**config.mk**
```make
export PLATFORM = sky130hd
export DESIGN_NAME = gemmm2s_axis_arbiter
export DESIGN_NICKNAME = d
export VERILOG_FILES = /design/src/rtl/gemmm2s_arb_pkg.sv /design/src/rtl/skid_buffer.sv /design/src/rtl/gemmm2s_axis_arbiter.sv
export SDC_FILE = /design/constraint.sdc
export NUM_CORES = 1
export LEC_CHECK = 0
export BUFFER_PORTS_ARGS = -buffer_cell sky130_fd_sc_hd__buf_2
export CAP_MARGIN = 20
export CORE_MARGIN = 5
export CORE_UTILIZATION = 55
export DETAILED_ROUTE_END_ITERATION = 10
export MAX_ROUTING_LAYER = met4
export PLACE_DENSITY = 0.91
export SLEW_MARGIN = 20
export SYNTH_ARGS = -nofsm -noshare
export SYNTH_HDL_FRONTEND = slang
export SYNTH_SLANG_ARGS = --single-unit
```
**constraint.sdc**
```tcl
create_clock -name ACLK -period 2.3 [get_ports ACLK]
set_input_delay 0 -clock ACLK [delete_from_list [all_inputs] [get_ports ACLK]]
set_output_delay 0 -clock ACLK [all_outputs]
set_load 0.005 [all_outputs]
```
**src/rtl/gemmm2s_arb_pkg.sv**
```systemverilog
// rtl/gemmm2s_arb_pkg.sv - shared types and limits for the gemmm2s stream arbiter
package gemmm2s_arb_pkg;

    localparam int MAX_PORTS = 16;

    typedef enum logic [0:0] {
        ARB_IDLE = 1'b0,
        ARB_BUSY = 1'b1
    } arb_state_t;

endpackage

```
**src/rtl/skid_buffer.sv**
```systemverilog
// rtl/skid_buffer.sv - two-entry output skid buffer with registered upstream ready
module skid_buffer #(
    parameter int WIDTH = 33
) (
    input  logic             clk,
    input  logic             rst_n,
    input  logic [WIDTH-1:0] s_tdata,
    input  logic             s_tvalid,
    output logic             s_tready,
    output logic [WIDTH-1:0] m_tdata,
    output logic             m_tvalid,
    input  logic             m_tready
);

    logic [WIDTH-1:0] skid_data;
    logic             skid_valid;

    // Upstream ready depends only on the skid register, so it never sees downstream ready combinationally.
    assign s_tready = !skid_valid;

    // Output register refills from the skid first; a beat arriving while the output is stalled parks in the skid.
    always_ff @(posedge clk or negedge rst_n) begin
        if (!rst_n) begin
            m_tdata    <= '0;
            m_tvalid   <= 1'b0;
            skid_data  <= '0;
            skid_valid <= 1'b0;
        end else if (!m_tvalid || m_tready) begin
            if (skid_valid) begin
                m_tdata    <= skid_data;
                m_tvalid   <= 1'b1;
                skid_valid <= 1'b0;
            end else begin
                m_tvalid <= s_tvalid;
                if (s_tvalid) begin
                    m_tdata <= s_tdata;
                end
            end
        end else if (s_tvalid && s_tready) begin
            skid_data  <= s_tdata;
            skid_valid <= 1'b1;
        end
    end

endmodule

```
**src/rtl/gemmm2s_axis_arbiter.sv**
```systemverilog
// rtl/gemmm2s_axis_arbiter.sv - packet-locked round-robin merge of gemmm2s streams (option: GEMMM2S_ARB_TID_EN adds M_AXIS_TID)
module gemmm2s_axis_arbiter
    import gemmm2s_arb_pkg::*;
#(
    parameter int  NUM_PORTS        = 2,
    parameter int  C_AXI_DATA_WIDTH = 32,
    localparam int TID_WIDTH        = $clog2(NUM_PORTS)
) (
    input  logic                                  ACLK,
    input  logic                                  ARESETN,
    input  logic [NUM_PORTS*C_AXI_DATA_WIDTH-1:0] S_AXIS_TDATA,
    input  logic [NUM_PORTS-1:0]                  S_AXIS_TLAST,
    input  logic [NUM_PORTS-1:0]                  S_AXIS_TVALID,
    output logic [NUM_PORTS-1:0]                  S_AXIS_TREADY,
    output logic [C_AXI_DATA_WIDTH-1:0]           M_AXIS_TDATA,
    output logic                                  M_AXIS_TLAST,
    output logic                                  M_AXIS_TVALID,
    input  logic                                  M_AXIS_TREADY
`ifdef GEMMM2S_ARB_TID_EN
    ,
    output logic [TID_WIDTH-1:0]                  M_AXIS_TID
`endif
);

`ifdef GEMMM2S_ARB_TID_EN
    localparam int SKID_W = C_AXI_DATA_WIDTH + 1 + TID_WIDTH;
`else
    localparam int SKID_W = C_AXI_DATA_WIDTH + 1;
`endif

    arb_state_t                  state;
    arb_state_t                  state_next;
    logic [TID_WIDTH-1:0]        grant;
    logic [TID_WIDTH-1:0]        last_grant;
    logic [TID_WIDTH-1:0]        pick;
    logic                        pick_found;
    logic [C_AXI_DATA_WIDTH-1:0] sel_data;
    logic                        sel_last;
    logic                        sel_valid;
    logic                        buf_tvalid;
    logic                        buf_tready;
    logic                        accept_last;
    logic [SKID_W-1:0]           buf_in;
    logic [SKID_W-1:0]           buf_out;

    // Search upward from last_grant+1 with wrap; the lowest offset with a request wins.
    function automatic logic [TID_WIDTH:0] rr_pick(input logic [NUM_PORTS-1:0] req,
                                                   input logic [TID_WIDTH-1:0] last);
        logic [TID_WIDTH:0] res;
        int                 idx;
        res = '0;
        for (int i = NUM_PORTS; i >= 1; i--) begin
            idx = (int'(last) + i) % NUM_PORTS;
            if (req[idx]) begin
                res = {1'b1, idx[TID_WIDTH-1:0]};
            end
        end
        return res;
    endfunction

    assign {pick_found, pick} = rr_pick(S_AXIS_TVALID, last_grant);
    assign accept_last        = buf_tvalid && buf_tready && sel_last;

    // Route the granted source's beat toward the skid buffer.
    always_comb begin
        sel_data  = '0;
        sel_last  = 1'b0;
        sel_valid = 1'b0;
        for (int i = 0; i < NUM_PORTS; i++) begin
            if (grant == i[TID_WIDTH-1:0]) begin
                sel_data  = S_AXIS_TDATA[i*C_AXI_DATA_WIDTH +: C_AXI_DATA_WIDTH];
                sel_last  = S_AXIS_TLAST[i];
                sel_valid = S_AXIS_TVALID[i];
            end
        end
    end

    // State register.
    always_ff @(posedge ACLK or negedge ARESETN) begin
        if (!ARESETN) begin
            state <= ARB_IDLE;
        end else begin
            state <= state_next;
        end
    end

    // Next state: lock on any request, release only after the granted TLAST beat is taken.
    always_comb begin
        state_next = state;
        case (state)
            ARB_IDLE: if (pick_found) state_next = ARB_BUSY;
            ARB_BUSY: if (accept_last) state_next = ARB_IDLE;
            default:  state_next = ARB_IDLE;
        endcase
    end

    // Outputs: only the granted source sees ready, and only while BUSY.
    always_comb begin
        S_AXIS_TREADY = '0;
        for (int i = 0; i < NUM_PORTS; i++) begin
            S_AXIS_TREADY[i] = (state == ARB_BUSY) && (grant == i[TID_WIDTH-1:0]) && buf_tready;
        end
        buf_tvalid = (state == ARB_BUSY) && sel_valid;
    end

    // Grant captured in the arbitration cycle; last_grant advances at the end of each packet.
    always_ff @(posedge ACLK or negedge ARESETN) begin
        if (!ARESETN) begin
            grant      <= '0;
            last_grant <= TID_WIDTH'(NUM_PORTS - 1);
        end else begin
            if (state == ARB_IDLE && pick_found) begin
                grant <= pick;
            end
            if (state == ARB_BUSY && accept_last) begin
                last_grant <= grant;
            end
        end
    end

`ifdef GEMMM2S_ARB_TID_EN
    assign buf_in = {grant, sel_last, sel_data};
    assign {M_AXIS_TID, M_AXIS_TLAST, M_AXIS_TDATA} = buf_out;
`else
    assign buf_in = {sel_last, sel_data};
    assign {M_AXIS_TLAST, M_AXIS_TDATA} = buf_out;
`endif

    skid_buffer #(
        .WIDTH(SKID_W)
    ) u_skid (
        .clk     (ACLK),
        .rst_n   (ARESETN),
        .s_tdata (buf_in),
        .s_tvalid(buf_tvalid),
        .s_tready(buf_tready),
        .m_tdata (buf_out),
        .m_tvalid(M_AXIS_TVALID),
        .m_tready(M_AXIS_TREADY)
    );

endmodule

```
## Yosys cells after proc, flatten, opt, wreduce, memory -nomap -nowiden

Index checks and enable logic that the tools add are counted.
W data, S select, Z words.

| word-level totals | value |
|---|---|
| register bits | 71 |

| cells by class | value |
|---|---|
| add/subtract/negate cells | 2 |
| $lt $le $gt $ge | 2 |
| reduce and logical (&&, ||, !) cells | 16 |
| bitwise operators | 5 |
| mux-type cells | 19 |

Operators with widths:

| operator | count |
|---|---|
| $mux W33 | 2 |
| $mux W32 | 1 |
| $mux W1 | 13 |
| $logic_and A1 B1 Y1 | 9 |
| $lt A2 B3 Y1 const B | 2 |
| $mux W2 | 2 |
| $reduce_and A2 Y1 | 2 |
| $reduce_bool A2 Y1 | 2 |
| $not A1 Y1 | 3 |
| $add A1 B1 Y1 const B | 2 |
| $and A1 B1 Y1 const A | 2 |
| $logic_not A1 Y1 | 2 |
| $pmux W1 S2 | 1 |
| $logic_or A1 B1 Y1 | 1 |

## Longest topological paths before layout

| logic depth | value |
|---|---|
| depth in word-level cells | 9 |
| depth in mapped cells | 6 |
| mapped depth without buffers | 4 |

## By module

A second synthesis with hierarchy kept.

| second synthesis, totals | value |
|---|---|
| cell total of the unflattened synthesis | 243 |
| area, all modules | 3572.2 µm² |

Modules (own cells, without submodules):

| module | instances | cells an instance | area each (µm²) |
|---|---|---|---|
| skid_buffer | 1 | 185 | 2976.6 |
| gemmm2s_axis_arbiter | 1 | 58 | 595.6 |

## Worst setup path before layout

OpenSTA, ideal clock, no wires.

| timing path | value |
|---|---|
| path kind | register to register |
| start point | register u_skid.skid_valid |
| end point | register u_skid.skid_data[10] |
| required time | 2.175 ns |
| stages on the path, launching flop included | 6 |
| data arrival time | 1.482 ns |
| path slack | 0.693 ns |
| setup time | 0.125 ns |
| path through | dfrtp_1 > clkbuf_1 > nand2b_4 > nor3_4 > buf_6 > mux2_2 |

| between the ends | value |
|---|---|
| word-level cells in the longest chain between the ends | 3 |

Ends and longest elaborated chain:

| what | line | RTL |
|---|---|---|
| start: declaration | skid_buffer.sv:16 | `logic skid_valid;` |
| start signal: assignment | skid_buffer.sv:27 | `skid_valid <= 1'b0;` |
| start signal: assignment | skid_buffer.sv:32 | `skid_valid <= 1'b0;` |
| start signal: assignment | skid_buffer.sv:41 | `skid_valid <= 1'b1;` |
| $logic_not A1 Y1 | skid_buffer.sv:19 | `assign s_tready = !skid_valid;` |
| $logic_and A1 B1 Y1 | skid_buffer.sv:39 | `end else if (s_tvalid && s_tready) begin` |
| $reduce_and A2 Y1 (no source line) | - |  |
| end signal: assignment | skid_buffer.sv:40 | `skid_data <= s_tdata;` |
| end: declaration | skid_buffer.sv:15 | `logic [WIDTH-1:0] skid_data;` |

Every way passes these cells.
A chain may end at the register's enable or synchronous reset.

## Final worst setup path

| timing path | value |
|---|---|
| start point | register u_skid.m_tvalid |
| end point | register u_skid.m_tdata[28] |

| between the ends | value |
|---|---|
| word-level cells in the longest chain between the ends | 3 |

Ends and longest elaborated chain:

| what | line | RTL |
|---|---|---|
| start: declaration | skid_buffer.sv:11 | `output logic m_tvalid,` |
| start signal: assignment | skid_buffer.sv:34 | `m_tvalid <= s_tvalid;` |
| $logic_not A1 Y1 | skid_buffer.sv:28 | `end else if (!m_tvalid \|\| m_tready) begin` |
| $logic_or A1 B1 Y1 | skid_buffer.sv:28 |  |
| $reduce_and A2 Y1 (no source line) | - |  |
| end signal: assignment | skid_buffer.sv:30 | `m_tdata <= skid_data;` |
| end signal: assignment | skid_buffer.sv:36 | `m_tdata <= s_tdata;` |
| end: declaration | skid_buffer.sv:10 | `output logic [WIDTH-1:0] m_tdata,` |

Every way passes these cells.

==> run_results.csv <==
group,metric,value,unit
finish,drive_above_1_share,0.460,
global_routing,grt_max_degree,52,
flow_run,cap_violations,0,
sta,fin_worst_skew,0.00734,ns
power_and_ir_drop,seq_power_share,0.391,
clock_tree,numCtsBuffers,9,
drt,drtAntennaViolNets,0,
global_routing,grt_use_total,0.234,
floorplan,die_area,0.00810,mm²
logic_synthesis,synth_seq_area_share,0.505,
setup_path,r2r-end,"u_skid.m_tdata[28]",
clock_tree,clkTransAtPathRegs,0.07,ns
drt,drt-wirelength-per-cell,17.8,µm
logic_synthesis,yosys.area.top_type,"dfrtp_1",
logic_synthesis,netlist.area_leader.share,0.498,
setup_path,critical-path-slowest-cell,"and3_1",
logic_synthesis,syn_nets,394,
placed_design,gp_congestion,0.818,
setup_path,r2r-start,"u_skid.m_tvalid",
placed_design,placed_area,0.00410,mm²
logic_synthesis,syn_inst,323,
placed_design,place_hpwl,6.22,mm
logic_synthesis,synth_edf_count,0,
hold_path,min_path_cells,3,
finish,final_nets,496,
power_and_ir_drop,p_int,3.86,mW
drt,firstDrtPassIters,4,
drt,wl_met1,3.52,mm
drt,drtIter0Drc,196,
finish,regArea,0.00178,mm²
global_routing,antenna_found_initial,0,
logic_synthesis,synthArstFlopShare,1.00,
setup_path,path_max_fanout,23,
setup_path,start_kind,"flop",
power_and_ir_drop,p_sw,2.31,mW
drt,vias,3052,
logic_synthesis,syn_area_per_cell,10.9,µm²
logic_synthesis,synth_area_leaders,"dfrtp_1 50%, mux2_2 20%, nor3_1 14%",
setup_path,cp_common_cell,"nor3_1",
sta,finalSetupViolCount,0,
sta,rsz0062_at_grt,"no",
clock_tree,cts_tree,"built",
hold_path,hold_path_class,"in2reg",
hold_path,hp-start,"S_AXIS_TDATA[28]",
drt,highest_layer,"met4",
logic_synthesis,yosys_warnings,0,
floorplan,fp.dieH,90.0,µm
setup_path,arrival,2.15,ns
logic_synthesis,synth_area,0.00352,mm²
floorplan,fp.dieW,90.0,µm
floorplan,coreArea,0.00628,mm²
clock_tree,worstSkewPairLatency,0.34,ns
logic_synthesis,yosys_most_used_dff,"dfrtp_1",
clock_tree,cts.sinks,71,
global_routing,grt_pass1_wl,15.3,mm
clock_tree,root_buffer,"clkbuf_8",
finish,stdcell_area,0.00433,mm²
sta,slew_headroom,0.499,
drt,dr_wl_met3,516,µm
clock_tree,ctsResizeCount,0,
finish,diodes,0,
floorplan,ios,107,
drt,routed_wl,8.97,mm
power_and_ir_drop,ir_worst_vdd,0.772,mV
logic_synthesis,yosysUniqueCellTypes,25,
finish,multiInputGateArea,0.00158,mm²
drt,drc,0,
sta,worst_pin_slew,0.751,ns
sta,report.final.slew_viol_count,0,
global_routing,grt-ovfl-total,0,
clock_tree,h-tree-depth,3,
placed_design,io_buffer_count,106,
finish,fill_cells,484,
sta,tns,0,ns
sta,timing.hold.ws,0.0277,ns
sta,finalCritPeriodShare,0.830,
setup_path,crit_type,"reg2reg",
power_and_ir_drop,powerDensity,1430,mW/mm²
setup_path,max_stage_delay,0.48,ns
drt,viasPerCell,6.04,
floorplan,initial_core_util,0.561,
setup_path,crit_required,2.54,ns
sta,fmax,524,MHz
setup_path,crit_chain,"nand2b_2, and3_1, buf_4, nor3_1, nor3_1",
global_routing,grt_pass1_vias,3179,
drt,dr_wl_met2,4.76,mm
outcome,status,"finished, final reports clean",
sta,hold_viol,0,
power_and_ir_drop,p_clk_frac,0.159,
sta,layout_min_cycle_time,1.91,ns
power_and_ir_drop,swShare,0.374,
hold_path,whs_endpoint,"u_skid.skid_data[28]",
power_and_ir_drop,combPwrFrac,0.450,
power_and_ir_drop,leakagePower,1.91,nW
logic_synthesis,synth-seq-cells,71,
clock_tree,clk_path_buf_depth,2,
setup_path,cp-end-kind,"flop",
setup_path,r2r_setup_slack,0.39,ns
finish,syn2layout_area_growth,22.9,%
setup_path,r2r_cells,5,
floorplan,rows,29,
==> flip-flops by register name (all words and copies together) (netlist names) <==
| signal | count |
|---|---|
| grant | 1 |
| last_grant | 1 |
| state | 1 |
| u_skid.m_tdata | 33 |
| u_skid.m_tvalid | 1 |
| u_skid.skid_data | 33 |
| u_skid.skid_valid | 1 |
==> cells in the mapped netlist, types with 2 or more instances <==
cell type    n
inv_1        2
o22ai_1     33
nor3_1     100
clkbuf_1     9
nand2_1      4
dfrtp_1     70
mux2_2      64
buf_6        3
a21oi_1      3
nor2_1       6
buf_2       15
==> power groups by stage <==
stage | logic, mW | registers (mW) | clock network, mW
2_1_floorplan | 1.97 | 2.30 | 0
3_5_place_dp | 2.77 | 2.41 | 0
3_3_place_gp | 2.63 | 2.36 | 0
6_report | 2.78 | 2.41 | 0.982
5_1_grt | 3.07 | 2.48 | 1.05
4_1_cts | 2.79 | 2.39 | 0.998
==> worst max path at each step <==
| stage | to | startpoint |
|---|---|---|
| floorplan | u_skid.skid_data[10] | u_skid.skid_valid |
| global placement | u_skid.skid_data[28] | grant |
| detailed placement | u_skid.m_tdata[28] | u_skid.m_tvalid |
| CTS | u_skid.m_tdata[28] | u_skid.m_tvalid |
| global route | u_skid.m_tdata[32] | grant |
| finish | u_skid.m_tdata[28] | u_skid.m_tvalid |
==> cell type report <==
type                            count  area share
Sequential cell                    71       0.411
Timing Repair Buffer              120       0.155
Clock inverter                      1     0.00694
Inverter                            2     0.00174
Clock buffer                       13      0.0367
Multi-Input combinational cell    221       0.366
Tap cell                           77      0.0223
==> worst max-delay path: cells and delay by family, from the launching register on <==
family        cells  cell delay (ns)
simple gates      4             1.04
flops             1             0.39
buf+inv           1             0.36
==> cells in the final DEF, fill, tap and decap left out, drive strengths merged <==
| master | count |
|---|---|
| clkbuf | 13 |
| a32o | 1 |
| dfstp | 1 |
| nand2b | 2 |
| mux2i | 1 |
| and3 | 1 |
| a2bb2oi | 1 |
| nor3b | 1 |
| nand3 | 1 |
| bufinv | 1 |
| nor3 | 101 |
| buf | 116 |
| o22ai | 33 |
| dfrtp | 70 |
| inv | 2 |
| dlygate4sd3 | 4 |
| mux2 | 65 |
| nand2 | 4 |
| nor2 | 6 |
| a21oi | 3 |
| nor2b | 1 |
==> per-layer routing <==
layer / vias up / track usage
met5: - / -
met2: 124 / 0.395
li1: 1409 / -
met1: 1499 / 0.270
met4: 0 / 0.0968
met3: 20 / 0.0518
==> cell families after synthesis <==
| group | synth area share |
|---|---|
| AOI/OAI and AO/OA | 0.0682 |
| and+or+nand+nor | 0.170 |
| buffers and inverters | 0.0458 |
| DFF | 0.505 |
| muxes | 0.211 |
==> timing repair <==
action,4_1_cts,5_1_grt
endpoints found under the hold margin,34,0
hold buffers,4,0
buffers inserted,0,0
==> through the flow <==
step	power [mW]	util	std cells	worst slack [ns]
final	6.17	0.689	505	0.391
after global routing	6.60	0.689	505	0.230
after CTS	6.18	0.689	505	0.417
after detailed placement	5.18	0.653	487	0.437
after global placement	4.99	0.653	487	0.536
after floorplan	4.27	-	323	0.693
(Power assumes the default switching activity.)
